`src/rtl/ins_exec_ld_ctrl_pkg.sv`:
```
// rtl/ins_exec_ld_ctrl_pkg.sv - shared constants, state type and helpers for the load controller
package ins_exec_ld_ctrl_pkg;

   localparam logic [6:0] OPC_LOAD = 7'b0000011;

   localparam logic [2:0] F3_LB  = 3'd0;
   localparam logic [2:0] F3_LH  = 3'd1;
   localparam logic [2:0] F3_LW  = 3'd2;
   localparam logic [2:0] F3_LBU = 3'd4;
   localparam logic [2:0] F3_LHU = 3'd5;

   localparam logic [1:0] CAUSE_NONE     = 2'd0;
   localparam logic [1:0] CAUSE_MISALIGN = 2'd1;
   localparam logic [1:0] CAUSE_ILLEGAL  = 2'd2;
   localparam logic [1:0] CAUSE_TIMEOUT  = 2'd3;

   typedef enum logic [1:0] {
      LD_IDLE  = 2'd0,
      LD_REQ   = 2'd1,
      LD_WB    = 2'd2,
      LD_FAULT = 2'd3
   } ld_state_e;

   // Only the five RV32I load widths are legal
   function automatic logic f3_legal(input logic [2:0] f3);
      return (f3 == F3_LB) || (f3 == F3_LH) || (f3 == F3_LW) ||
             (f3 == F3_LBU) || (f3 == F3_LHU);
   endfunction

   // Halfwords need an even address, words a 4-byte aligned one
   function automatic logic f3_misaligned(input logic [2:0] f3, input logic [1:0] ea_lo);
      logic mis;
      mis = 1'b0;
      if ((f3 == F3_LH) || (f3 == F3_LHU)) mis = ea_lo[0];
      else if (f3 == F3_LW)                mis = (ea_lo != 2'b00);
      return mis;
   endfunction

endpackage

```
`src/rtl/ins_exec_ld_ctrl_if.sv`:
```
// rtl/ins_exec_ld_ctrl_if.sv - data-memory read port and register write port bundle
interface ins_exec_ld_ctrl_if #(
   parameter int ADDR_W = 32
);
   logic              mem_r_req;
   logic [ADDR_W-1:0] mem_r_addr;
   logic              mem_r_ack;
   logic [31:0]       mem_val;
   logic              reg_w_op;
   logic [4:0]        reg_w_reg_idx;
   logic [31:0]       reg_w_reg_val;

   modport master (
      output mem_r_req, mem_r_addr, reg_w_op, reg_w_reg_idx, reg_w_reg_val,
      input  mem_r_ack, mem_val
   );

   modport slave (
      input  mem_r_req, mem_r_addr, reg_w_op, reg_w_reg_idx, reg_w_reg_val,
      output mem_r_ack, mem_val
   );
endinterface

```
`src/rtl/ins_exec_ld_ctrl_ld_lane_extract.sv`:
```
// rtl/ins_exec_ld_ctrl_ld_lane_extract.sv - selects the byte/half/word lane and sign/zero-extends it
module ins_exec_ld_ctrl_ld_lane_extract
   import ins_exec_ld_ctrl_pkg::*;
(
   input  logic [31:0] mem_val,
   input  logic [1:0]  ea_lo,
   input  logic [2:0]  funct3,
   output logic [31:0] result
);
   logic [7:0]  byte_v;
   logic [15:0] half_v;

   // Lane select by low address bits, then extend according to the load width
   always_comb begin
      byte_v = mem_val[7:0];
      case (ea_lo)
         2'd1:    byte_v = mem_val[15:8];
         2'd2:    byte_v = mem_val[23:16];
         2'd3:    byte_v = mem_val[31:24];
         default: byte_v = mem_val[7:0];
      endcase
      half_v = ea_lo[1] ? mem_val[31:16] : mem_val[15:0];

      result = '0;
      case (funct3)
         F3_LB:   result = {{24{byte_v[7]}}, byte_v};
         F3_LH:   result = {{16{half_v[15]}}, half_v};
         F3_LW:   result = mem_val;
         F3_LBU:  result = {24'd0, byte_v};
         F3_LHU:  result = {16'd0, half_v};
         default: result = '0;
      endcase
   end
endmodule

```
`src/rtl/ins_exec_ld_ctrl.sv`:
```
// rtl/ins_exec_ld_ctrl.sv - RV32I load sequencer (issue -> mem read -> writeback); optional LD_TIMEOUT_EN
module ins_exec_ld_ctrl
   import ins_exec_ld_ctrl_pkg::*;
#(
   parameter int ADDR_W         = 32,
   parameter int TIMEOUT_CYCLES = 16
) (
   input  logic                  clk,
   input  logic                  rst_n,
   input  logic                  op,
   input  logic [6:0]            ins_dec_op,
   input  logic [2:0]            ins_dec_funct3,
   input  logic [31:0]           reg_rs1_val,
   input  logic [31:0]           ins_dec_imm,
   input  logic [4:0]            reg_rd,
   output logic                  busy,
   output logic                  ld_done,
   output logic                  ld_fault,
   output logic [1:0]            ld_fault_cause,
   ins_exec_ld_ctrl_if.master    bus
);
   ld_state_e         state_q, state_d;
   logic [ADDR_W-1:0] ea_q, ea_d;
   logic [2:0]        f3_q, f3_d;
   logic [4:0]        rd_q, rd_d;
   logic [31:0]       val_q, val_d;
   logic [1:0]        cause_q, cause_d;
   logic [31:0]       ea_sum;
   logic [31:0]       lane_val;

`ifdef LD_TIMEOUT_EN
   localparam logic [7:0] TO_LAST = 8'(TIMEOUT_CYCLES - 1);
   logic [7:0] cnt_q, cnt_d;
`endif

   assign ea_sum = reg_rs1_val + ins_dec_imm;

   ins_exec_ld_ctrl_ld_lane_extract u_ld_lane_extract (
      .mem_val (bus.mem_val),
      .ea_lo   (ea_q[1:0]),
      .funct3  (f3_q),
      .result  (lane_val)
   );

   // Next-state and latched-operand logic
   always_comb begin
      state_d = state_q;
      ea_d    = ea_q;
      f3_d    = f3_q;
      rd_d    = rd_q;
      val_d   = val_q;
      cause_d = cause_q;
`ifdef LD_TIMEOUT_EN
      cnt_d   = cnt_q;
`endif
      case (state_q)
         LD_IDLE: begin
            if (op && (ins_dec_op == OPC_LOAD)) begin
               ea_d = ea_sum[ADDR_W-1:0];
               f3_d = ins_dec_funct3;
               rd_d = reg_rd;
               if (!f3_legal(ins_dec_funct3)) begin
                  cause_d = CAUSE_ILLEGAL;
                  state_d = LD_FAULT;
               end else if (f3_misaligned(ins_dec_funct3, ea_sum[1:0])) begin
                  cause_d = CAUSE_MISALIGN;
                  state_d = LD_FAULT;
               end else begin
                  cause_d = CAUSE_NONE;
                  state_d = LD_REQ;
`ifdef LD_TIMEOUT_EN
                  cnt_d   = 8'd0;
`endif
               end
            end
         end
         LD_REQ: begin
            // An ack in the expiry cycle still wins over the timeout
            if (bus.mem_r_ack) begin
               val_d   = lane_val;
               state_d = LD_WB;
            end
`ifdef LD_TIMEOUT_EN
            else if (cnt_q == TO_LAST) begin
               cause_d = CAUSE_TIMEOUT;
               state_d = LD_FAULT;
            end else begin
               cnt_d = cnt_q + 8'd1;
            end
`endif
         end
         LD_WB:    state_d = LD_IDLE;
         LD_FAULT: state_d = LD_IDLE;
         default:  state_d = LD_IDLE;
      endcase
   end

   // State and operand registers
   always_ff @(posedge clk or negedge rst_n) begin
      if (!rst_n) begin
         state_q <= LD_IDLE;
         ea_q    <= '0;
         f3_q    <= '0;
         rd_q    <= '0;
         val_q   <= '0;
         cause_q <= CAUSE_NONE;
      end else begin
         state_q <= state_d;
         ea_q    <= ea_d;
         f3_q    <= f3_d;
         rd_q    <= rd_d;
         val_q   <= val_d;
         cause_q <= cause_d;
      end
   end

`ifdef LD_TIMEOUT_EN
   // Ack-wait counter
   always_ff @(posedge clk or negedge rst_n) begin
      if (!rst_n) cnt_q <= '0;
      else        cnt_q <= cnt_d;
   end
`endif

   // Outputs decode straight from state so an async reset clears them at once
   assign busy               = (state_q != LD_IDLE);
   assign bus.mem_r_req      = (state_q == LD_REQ);
   assign bus.mem_r_addr     = (state_q == LD_REQ) ? {ea_q[ADDR_W-1:2], 2'b00} : '0;
   assign bus.reg_w_op       = (state_q == LD_WB);
   assign bus.reg_w_reg_idx  = (state_q == LD_WB) ? rd_q : '0;
   assign bus.reg_w_reg_val  = (state_q == LD_WB) ? val_q : '0;
   assign ld_done            = (state_q == LD_WB) || (state_q == LD_FAULT);
   assign ld_fault           = (state_q == LD_FAULT);
   assign ld_fault_cause     = (state_q == LD_FAULT) ? cause_q : CAUSE_NONE;

endmodule

```
`src/flat_wrapper.sv`:
```
// flat-port wrapper written by rule: the top's interface ports become plain ports
module ins_exec_ld_ctrl_flat import ins_exec_ld_ctrl_pkg::*;
#(
   parameter int ADDR_W         = 32,
   parameter int TIMEOUT_CYCLES = 16
)
  (clk, rst_n, op, ins_dec_op, ins_dec_funct3, reg_rs1_val, ins_dec_imm, reg_rd, busy, ld_done, ld_fault, ld_fault_cause, bus_mem_r_req, bus_mem_r_addr, bus_reg_w_op, bus_reg_w_reg_idx, bus_reg_w_reg_val, bus_mem_r_ack, bus_mem_val);
  ins_exec_ld_ctrl_if #(.ADDR_W(ADDR_W)) bus_i ();
  input  logic clk;
  input  logic rst_n;
  input  logic op;
  input  logic [6:0] ins_dec_op;
  input  logic [2:0] ins_dec_funct3;
  input  logic [31:0] reg_rs1_val;
  input  logic [31:0] ins_dec_imm;
  input  logic [4:0] reg_rd;
  output logic busy;
  output logic ld_done;
  output logic ld_fault;
  output logic [1:0] ld_fault_cause;
  output wire logic [$bits(bus_i.mem_r_req)-1:0] bus_mem_r_req;
  output wire logic [$bits(bus_i.mem_r_addr)-1:0] bus_mem_r_addr;
  output wire logic [$bits(bus_i.reg_w_op)-1:0] bus_reg_w_op;
  output wire logic [$bits(bus_i.reg_w_reg_idx)-1:0] bus_reg_w_reg_idx;
  output wire logic [$bits(bus_i.reg_w_reg_val)-1:0] bus_reg_w_reg_val;
  input wire logic [$bits(bus_i.mem_r_ack)-1:0] bus_mem_r_ack;
  input wire logic [$bits(bus_i.mem_val)-1:0] bus_mem_val;
  assign bus_mem_r_req = bus_i.mem_r_req;
  assign bus_mem_r_addr = bus_i.mem_r_addr;
  assign bus_reg_w_op = bus_i.reg_w_op;
  assign bus_reg_w_reg_idx = bus_i.reg_w_reg_idx;
  assign bus_reg_w_reg_val = bus_i.reg_w_reg_val;
  assign bus_i.mem_r_ack = bus_mem_r_ack;
  assign bus_i.mem_val = bus_mem_val;
  ins_exec_ld_ctrl #(.ADDR_W(ADDR_W), .TIMEOUT_CYCLES(TIMEOUT_CYCLES)) u_core (.clk(clk), .rst_n(rst_n), .op(op), .ins_dec_op(ins_dec_op), .ins_dec_funct3(ins_dec_funct3), .reg_rs1_val(reg_rs1_val), .ins_dec_imm(ins_dec_imm), .reg_rd(reg_rd), .busy(busy), .ld_done(ld_done), .ld_fault(ld_fault), .ld_fault_cause(ld_fault_cause), .bus(bus_i));
endmodule
```
`config.mk`:
```
export PLATFORM = sky130hd
export DESIGN_NAME = ins_exec_ld_ctrl_flat
export DESIGN_NICKNAME = d
export VERILOG_FILES = /design/src/rtl/ins_exec_ld_ctrl_pkg.sv /design/src/rtl/ins_exec_ld_ctrl_if.sv /design/src/rtl/ins_exec_ld_ctrl_ld_lane_extract.sv /design/src/rtl/ins_exec_ld_ctrl.sv /design/src/flat_wrapper.sv
export SDC_FILE = /design/constraint.sdc
export NUM_CORES = 1
export LEC_CHECK = 0
export BUFFER_PORTS_ARGS = -buffer_cell sky130_fd_sc_hd__buf_2
export CAP_MARGIN = 20
export CORE_ASPECT_RATIO = 0.8
export CORE_MARGIN = 3
export CORE_UTILIZATION = 27
export CTS_BUF_LIST = sky130_fd_sc_hd__clkbuf_4
export DETAILED_ROUTE_END_ITERATION = 6
export PLACE_DENSITY = 0.5
export SLEW_MARGIN = 20
export SYNTH_ARGS = -nofsm -noshare
export SYNTH_HDL_FRONTEND = slang
export SYNTH_SLANG_ARGS = --single-unit
```
`constraint.sdc`:
```
create_clock -name clk -period 1.8 [get_ports clk]
set_input_delay 0.18 -clock clk [delete_from_list [all_inputs] [get_ports clk]]
set_output_delay 0.18 -clock clk [all_outputs]
set_load 0.005 [all_outputs]
```
==> results.md <==
* Sinks on Clock Net at 76
* Crit Path Class: flop to output pin
* WL/cell at 15.8 µm
* Hold depth at 3
* Register area share after synthesis at 33.8%
* Crit end category: output pin
* Switching Share at 35.2%
* Die Footprint at 22600 µm²
* RR Startpoint: u_core.ea_q[1]$_DFFE_PN0P_
* Max-cap violations at 0
* VDD IR-drop max at ~0.23 mV
* Finish-stage setup viols at 1
* Bufs on Longest Clock Path at 2
* Layout area overhead at 47.8%
* Cell Int Power at 0.00307 W
* #FFs+latches synth at 76
* Unrepaired setup endpoints after global routing: true
* Period Utilization, post-route at 100%
* Core box area at 20100 µm²
* Pin count of the biggest net entering global routing at 41
* Worst slew pin tran at approximately 0.60 ns
* GRT Overall Usage at 17.2%
* CTS tree: yes
* Fmax at roughly 550 MHz
* CP required at between 1.5 and 2 ns
* Iteration-0 DRC Markers at 211
* PwrDens at 572 nW/µm²
* IO Port Bufs at 188
* Final hold violations at 0
* Worst Hold Slack at 0.0449 ns
* P_sw at about 0.0017 W
* Crit path DAT at 1.62 ns
* Clock network power share at about a fifth
* Mapped cell area at 5620 µm²
* Via count at 5725
* Slew HR at between 50% and 60%
* Comb pwr share at a little over a third
* Leakage at 4.08 nW
* Commonest non-fill, non-tap cell in the layout: buf_2
* Hold path start: bus_mem_val[31]
* Clock transition at the registers of the reported paths at about 0.13 ns
* Slew Limit Fails at 0
* Class of the worst hold path: input port to flop
* Distinct cell type count after synthesis at between 60 and 70
* Failing checks: setup timing
* Mapped Cells at 671
* DP HPWL at roughly 15000 µm
* Overflow after GRT at 0
* R2R Setup Slk at 0.03 ns
* Final ANT Viol Nets at 0
* Starting density of the core at 27.9%
* Vias in the first global route at 5777
* Global placer's final weighted congestion at 0.809
* Num CTS Buffers at 9
* R2R Path End: u_core.val_q[4]$_DFFE_PN0P_
* Prevailing post-synth register cell: dfrtp_1
* Global-route wire length before repair at 31200 µm
* Layout cell share with drive strength beyond 1 at 40.6%
* Run status: finished with violations
* Worst R2R Path Depth at 5
* Clk Latency, worst-skew pair at 0.44 ns
* CP max FO at 19
* CTS root buffer: clkbuf_4
* Pre-Repair DR Iteration Count at 4
* Total Wirelength at 19400 µm
* Post-synth EDFFs at 0
* Residual DRC at 0
* Number of core rows at 46
* Avg Inst Size Synth at 8.38 µm²
* DIE HEIGHT at roughly 140 µm
* Minimum clock period at ~1.8 ns
* Pre-CTS WS at -0.416 ns
* Nets at 1105
* Worst Setup Start Kind: flop
* Vias per inst at 4.66
* Most frequent cells in the layout: buf_2 (160), nand2_1 (122), buf_4 (102)
* Max H-tree Level at 3
* Post-route setup slack at -0.00238 ns
* Post-synth ARST share at 100%
* Flop pwr share at 43.2%
* Min-Delay Endpoint: u_core.val_q[31]$_DFFE_PN0P_
* Worst Skew at 0.0148 ns
* Die X at 167 µm
* Initial antenna violation count at 1
* Warnings from Yosys at 0
* I/O Pins at around 190
flip-flops by register name, indices dropped and copies added, names as in the netlist:
register and cells:
u_core.cause_q 2, u_core.ea_q 32, u_core.val_q 32, u_core.rd_q 5
u_core.state_q 2, u_core.f3_q 3
metrics by stage:
step	utilization, %	instances	cell area, µm²	TNS (ns)	total power, W
after floorplan	-	672	5720	-0.894	0.00299
after global placement	38.0	1191	7660	-6.01	0.00374
after detailed placement	38.0	1191	7660	-6.74	0.00376
after CTS	40.6	1228	8180	-1.93	0.00477
after global routing	41.2	1228	8310	-6.16	0.00511
final	41.2	1228	8310	-0.00238	0.00475
power groups by stage:
stage          Combinational [W]  Sequential, W  Clock (W)
3_5_place_dp             0.00168        0.00208          0
4_1_cts                  0.00171        0.00205    0.00101
5_1_grt                  0.00194        0.00209    0.00108
6_report                 0.00173        0.00205   0.000964
3_3_place_gp             0.00166        0.00208          0
2_1_floorplan           0.000962        0.00203          0
area by class of cell:
type | count | area (µm²)
well taps | 264 | 330
clock inverters | 6 | 40.0
multi-input cells | 546 | 3740
diodes | 1 | 2.50
repair buffers | 310 | 2160
inverters | 15 | 56.3
clock buffers | 10 | 75.1
flip-flops and latches | 76 | 1910
fillers | 2104 | 11800
layer usage:
layer / global-route usage (%) / wire, µm
met2: 25.1 / 8290
met3: 2.96 / 1040
met4: 4.63 / 272
met5: 0 / 0
met1: 26.0 / 9800
critical path, cell delays in order (launching register included):
cell     delay (ns)
dfrtp_1        0.39
buf_6          0.13
nor2b_4        0.21
buf_12         0.18
and2_1         0.16
buf_2          0.12
how the worst max path moves through the flow:
stage / startpoint / endpoint / slack [ns] / cells past startpoint
floorplan: reg_rs1_val[0] / u_core.ea_q[26]$_DFFE_PN0P_ / -0.15 / 10
global placement: reg_rs1_val[0] / u_core.ea_q[26]$_DFFE_PN0P_ / -0.38 / 11
detailed placement: reg_rs1_val[0] / u_core.ea_q[28]$_DFFE_PN0P_ / -0.42 / 12
CTS: u_core.state_q[1]$_DFFE_PN0P_ / bus_mem_r_addr[3] / -0.06 / 6
global route: u_core.state_q[1]$_DFFE_PN0P_ / bus_reg_w_reg_val[29] / -0.13 / 5
finish: u_core.state_q[1]$_DFFE_PN0P_ / bus_reg_w_reg_val[29] / -0.002 / 5
logic make-up after synthesis:
family	Yosys count	share of synthesized area, %
AOI/OAI and AO/OA	210	24.2
other	1	0.0667
muxes	10	3.36
DFF	76	33.8
xor gates and xnor gates	25	3.90
buffers and inverters	50	4.01
adders and majority gates	32	7.26
and+or+nand+nor	267	23.4
repair_timing:
action                                  in CTS  in global routing
setup buffers                               10                  1
pin swaps                                   17                  6
hold buffers                                10                  0
endpoints found under the setup margin      68                 85
endpoints found under the hold margin       41                  0
gates cloned                                 2                  1
resized for setup                           43                 34
cell usage after synthesis (all sizes together) (4+ instances only):
library cell  count  area (µm²)
nand2           122         458
o21ai            84         420
dfrtp            76        1900
and2             69         432
a21oi            56         284
ha               31         388
clkbuf           28         125
nor2             26        97.6
inv              13        48.8
xnor2            13         114
a21o             12        92.6
nand3            12        65.1
xor2             12         105
nor3             11        70.1
a22oi             9        67.6
a221oi            8        70.1
buf               7        43.8
mux4              7         158
nand2b            6        37.5
nor2b             6        45.0
o21bai            6        48.8
a211oi            5        47.5
nand4             5        31.3
o211ai            5        51.3
a2111oi           4        91.3
a31oi             4        31.3
o21a              4        30.0
o31ai             4        45.1
Power figures use the tool's default switching activity.
